==> src/rtl/slice_seq_pkg.sv <==
// Shared definitions for the slice sequencer slice.
//   state_e : FSM state encoding (IDLE, CLEAR, RUN, NEXT, DONE)
//   SLICES  : slices per pass; SEL_W : slice select width; RND_W : round counter width
package slice_seq_pkg;
  localparam int SLICES = 64;
  localparam int SEL_W  = 6;
  localparam int RND_W  = 8;

  typedef enum logic [2:0] {
    ST_IDLE  = 3'd0,
    ST_CLEAR = 3'd1,
    ST_RUN   = 3'd2,
    ST_NEXT  = 3'd3,
    ST_DONE  = 3'd4
  } state_e;
endpackage

==> src/rtl/slice_counter6.sv <==
// 6-bit slice counter with synchronous clear and count enable.
//   clk, rst : clock, synchronous active-high reset
//   clr      : force count to 0 (wins over en)
//   en       : increment by one
//   count    : current slice index
//   last     : count == SLICES-1
module slice_counter6
  import slice_seq_pkg::*;
(
  input  logic             clk,
  input  logic             rst,
  input  logic             clr,
  input  logic             en,
  output logic [SEL_W-1:0] count,
  output logic             last
);
  logic [SEL_W-1:0] count_q;

  always_ff @(posedge clk) begin
    if (rst || clr)  count_q <= '0;
    else if (en)     count_q <= count_q + 1'b1;
  end

  assign count = count_q;
  assign last  = (count_q == SEL_W'(SLICES - 1));
endmodule

==> src/rtl/slice_sequencer.sv <==
// Control FSM for the 64-slice state datapath. One start runs ROUNDS passes,
// each sweeping cntSelOut 0..63 with regWrite, then pulses done.
//   clk, rst  : clock, synchronous active-high reset
//   start     : launch request, only honoured in IDLE
//   hold      : stalls the sweep while in RUN
//   cntSelOut : slice select to datapath mux/decoder
//   regRst    : one-cycle slice-register clear per launch
//   regWrite  : slice write enable
//   inSel     : 0 = external state, 1 = datapath feedback
//   ready     : high in IDLE
//   done      : one-cycle completion pulse
module slice_sequencer
  import slice_seq_pkg::*;
#(
  parameter int ROUNDS = 1
) (
  input  logic             clk,
  input  logic             rst,
  input  logic             start,
  input  logic             hold,
  output logic [SEL_W-1:0] cntSelOut,
  output logic             regRst,
  output logic             regWrite,
  output logic             inSel,
  output logic             ready,
  output logic             done
);
  localparam logic [RND_W-1:0] LAST_RND = RND_W'(ROUNDS - 1);

  state_e           state_q;
  logic [RND_W-1:0] rnd_q;
  logic [SEL_W-1:0] slice;
  logic             slice_last;
  logic             in_run, step, sweep_end;

  assign in_run    = (state_q == ST_RUN);
  assign step      = in_run && !hold;
  assign sweep_end = step && slice_last;

  // The counter is parked at 0 outside RUN so every sweep starts from slice 0.
  slice_counter6 u_slice (
    .clk   (clk),
    .rst   (rst),
    .clr   ((state_q == ST_CLEAR) || (state_q == ST_NEXT) || sweep_end),
    .en    (step),
    .count (slice),
    .last  (slice_last)
  );

  always_ff @(posedge clk) begin
    if (rst) begin
      state_q <= ST_IDLE;
      rnd_q   <= '0;
    end else begin
      case (state_q)
        ST_IDLE:  if (start) state_q <= ST_CLEAR;
        ST_CLEAR: begin
          rnd_q   <= '0;
          state_q <= ST_RUN;
        end
        ST_RUN:   if (sweep_end) state_q <= (rnd_q == LAST_RND) ? ST_DONE : ST_NEXT;
        ST_NEXT: begin
          rnd_q   <= rnd_q + 1'b1;
          state_q <= ST_RUN;
        end
        ST_DONE:  state_q <= ST_IDLE;
        default:  state_q <= ST_IDLE;
      endcase
    end
  end

  // Moore decode; regWrite additionally gated by hold so stalled cycles write nothing.
  always_comb begin
    cntSelOut = '0;
    regRst    = 1'b0;
    regWrite  = 1'b0;
    inSel     = 1'b0;
    ready     = 1'b0;
    done      = 1'b0;
    case (state_q)
      ST_IDLE:  ready = 1'b1;
      ST_CLEAR: regRst = 1'b1;
      ST_RUN: begin
        cntSelOut = slice;
        regWrite  = !hold;
        inSel     = (rnd_q != '0);
      end
      ST_NEXT:  inSel = 1'b1;
      ST_DONE:  done = 1'b1;
      default:  ;
    endcase
  end
endmodule
==> config.mk <==
export PLATFORM = sky130hd
export DESIGN_NAME = slice_sequencer
export DESIGN_NICKNAME = d
export VERILOG_FILES = /design/src/rtl/slice_seq_pkg.sv /design/src/rtl/slice_counter6.sv /design/src/rtl/slice_sequencer.sv
export SDC_FILE = /design/constraint.sdc
export NUM_CORES = 1
export LEC_CHECK = 0
export CORE_UTILIZATION = 47
export DETAILED_ROUTE_END_ITERATION = 16
export GPL_TIMING_DRIVEN = 0
export HOLD_SLACK_MARGIN = 0.06
export PLACE_DENSITY = 0.83
export SKIP_LAST_GASP = 1
export SLEW_MARGIN = 20
export SYNTH_ARGS = -nofsm -noshare
export SYNTH_HDL_FRONTEND = slang
export SYNTH_SLANG_ARGS = --single-unit
==> constraint.sdc <==
create_clock -name clk -period 1.6 [get_ports clk]
set_clock_uncertainty 0.15 [all_clocks]
set_input_delay 0.32 -clock clk [delete_from_list [all_inputs] [get_ports clk]]
set_output_delay 0.32 -clock clk [all_outputs]
set_load 0.05 [all_outputs]
==> results.cfg <==
[global_route]
track_usage_pct = 32.60
gr-total-overflow = 0
antenna_found_initial = 0
grt_pass1_vias = 1025
use_met3_pct = 8.077
use_met2_pct = 56.71
grt_pass1_wl_mm = 4.864
grt_max_degree = 11
use_met1_pct = 34.41
grt_busiest_layer = met2

[sta]
finalCriticalPeriod_ps = 1962
worst_pin_slew_ps = 576.1
post-route-period-util_pct = 122.6
hold_violations = 0
max_slew_margin_pct = 61.24
drv_slew = 0
max_freq_mhz = 509.7
setup_viol = 28
rsz0062_at_grt = yes
fin_setup_tns_ps = -4604
fin_ws_ps = -362.0

[floorplanning]
die_width_um = 47.37
die_area_um2 = 2243
start_util_pct = 49.81
io_pins = 15
core-area_um2 = 1942
rows = 16
die_y_um = 47.37

[worst_setup_path]
r2r-end = u_slice.count[5]$_SDFFE_PP0P_
r2r_slack_ps = -240
crit_path_end = inSel
required_ps = 1130
critPathSlowestCell = dfxtp_2
critical_path_class = reg -> out
critPathCaptureType = primary output
arrival_ps = 1490
start_kind = flip-flop
rr_startpoint = state_q[2]$_SDFFE_PP0P_
cp-startpoint = rnd_q[1]$_SDFFE_PP0P_
timing.critical_path.slowest_cell_delay_ps = 360
path_max_fanout = 2
critical_path.cell_chain = inv_2, ha_4, nor4b_4, nand2_2, nor2_4, nor3_4, buf_6
r2r_cells = 5

[synth]
ys_warn_count = 0
ys.flop_type = dfxtp_1
synthesis.nets = 120
ys_seq_area_share_pct = 35.19
syn-cell-area_um2 = 967.2
yosys-top-cells-area = dfxtp_1 (35%), nor2_1 (4.7%), a21oi_1 (4.1%), and2_1 (3.9%), ha_1 (3.9%)
synth_edf_count = 0
ys_types = 35
syn_area_per_cell_um2 = 8.559
netlist_instances = 113
synth_top_area_share_pct = 35.19
ys_ff_latch = 17
synth_top_cell_by_area = dfxtp_1
async_flop_share_pct = 0

[clocking]
cts_tree = yes
numCtsBuffers = 3
cts_sinks = 17
cts_buffer_depth = 2
ctsHoldBuffers = 0
clk_pin_slew_ps = 120
htree_levels = 1
root_buffer = clkbuf_4
clk_latency_ps = 320

[flow_run]
drv_cap = 0

[placement]
place_ws_ps = -961.1
portBuffers = 14
dp.cells = 154
place_congestion = 0.8460
hpwl_mm = 1.508

[pwr]
p_leak_nw = 0.6927
p_seq_share_pct = 32.8
power.total_mw = 1.426
switching_share_pct = 39.93
vdd_ir_drop_max_uv = 1003
p_int_mw = 0.8565
combPwrFrac_pct = 48.3
powerDensity_nw_per_um2 = 818.0
power_frac_clock_pct = 18.9
power.switching_mw = 0.5693

[routing]
vias_per_cell = 6.795
vias = 1257
drc = 0
antenna_left = 0
routed_wirelength_mm = 4.667
drt_iter0_markers = 102
drt-pass1-iter-count = 7
wl_per_cell_um = 25.23

[run_status]
status = complete, but fails checks
failed_checks = negative setup slack

[finish]
fillers = 76
fin_nets = 166
final_layout_size_suffix_gt1_share_pct = 59.49
syn_to_final_growth_pct = 80.21
antenna_cells = 0
instances_no_fill = 185

[hold_path]
hold_class = reg -> reg
==> kinds of logic (layout without fill, tap and decap cells) <==
logic type / Yosys count / count (layout) / synth area share [%]
fa+ha+maj: 3 / 3 / 3.881
buf+inv: 9 / 54 / 5.174
simple gates: 59 / 59 / 37.90
flops: 17 / 17 / 35.19
mux: 1 / 1 / 1.035
xor+xnor: 4 / 4 / 3.623
compound gates: 20 / 20 / 13.20
==> stage by stage <==
step	util, %	hold slack, ps	instance area [µm²]
after floorplan	-	246.7	1013
after global placement	61.15	329.4	1187
after detailed placement	61.15	355.9	1187
after CTS	79.32	394.6	1540
after global routing	89.76	412.5	1743
final	89.76	404.8	1743
==> synthesized netlist by cell type, types with 3 or more instances <==
cell,count
dfxtp_1,17
nor2_1,12
nand2_1,9
a21oi_1,8
nand3_1,7
and2_1,6
inv_1,4
nor3_1,4
o21ai_0,4
ha_1,3
o311ai_0,3
or4_1,3
xor2_1,3
==> worst min-delay path by stage <==
stage          cells past startpoint                       endpoint  slack [ps]                     startpoint
2_1_floorplan                      1        state_q[2]$_SDFFE_PP0P_         250                            rst
3_3_place_gp                       2          rnd_q[1]$_SDFFE_PP0P_         330          rnd_q[1]$_SDFFE_PP0P_
3_5_place_dp                       2          rnd_q[1]$_SDFFE_PP0P_         360          rnd_q[1]$_SDFFE_PP0P_
4_1_cts                            2  u_slice.count[5]$_SDFFE_PP0P_         390  u_slice.count[5]$_SDFFE_PP0P_
5_1_grt                            2          rnd_q[7]$_SDFFE_PP0P_         410          rnd_q[7]$_SDFFE_PP0P_
6_report                           2          rnd_q[7]$_SDFFE_PP0P_         400          rnd_q[7]$_SDFFE_PP0P_
==> placed cells by master, fill, tap and decap left out, drive strengths merged, types with 2 or more instances in the layout <==
cell and count:
a21oi 8, a311oi 2, and2 6, buf 41, clkbuf 5, clkdlybuf4s50 2, dfxtp 17, ha 3
inv 3, nand2 9, nand3 7, nand3b 2, nand4 3, nor2 12, nor3 4, nor3b 3
nor4 2, nor4b 3, o21ai 4, o311ai 3, or3 2, or4 3, xor2 3
==> layer usage <==
layer  vias up  wire (µm)
met4         0        475
li1        499          -
met2       122       2172
met5         -          0
met1       588       1558
met3        48        461
==> registers in the layout (all words and copies together) (netlist names) <==
| name | flops |
|---|---|
| rnd_q | 8 |
| u_slice.count | 6 |
| state_q | 3 |
==> worst max-delay path: cells and delay by family (launching register included) <==
kind                       cells  cell delay, ps
and+or+nand+nor                4             480
buffers and inverters          2             210
adders and majority gates      1             120
DFF                            1             360
==> power by group through the flow <==
stage | combinational [mW] | clock (mW) | sequential, mW
after detailed placement | 0.359 | 0 | 0.458
after global routing | 0.725 | 0.290 | 0.470
after global placement | 0.355 | 0 | 0.457
after floorplan | 0.276 | 0 | 0.457
final | 0.688 | 0.270 | 0.468
after CTS | 0.550 | 0.240 | 0.450
==> final cells by class <==
class	instances	area, µm²	area share [%]
Inverter	4	21.27	1.220
Multi-Input combinational cell	87	822.0	47.16
Clock inverter	1	5.005	0.2872
Timing Repair Buffer	43	451.7	25.92
Clock buffer	3	22.52	1.292
Sequential cell	17	354.1	20.32
Buffer	3	32.53	1.866
Tap cell	27	33.78	1.938
==> timing repair <==
action | in CTS | in global routing
gates cloned | 0 | 0
hold endpoints to repair | 0 | 0
pin swaps | 15 | 15
setup buffers | 20 | 10
resized for setup | 119 | 32
setup endpoints to repair | 21 | 26
No activity file was read; power rests on OpenSTA's default activity.
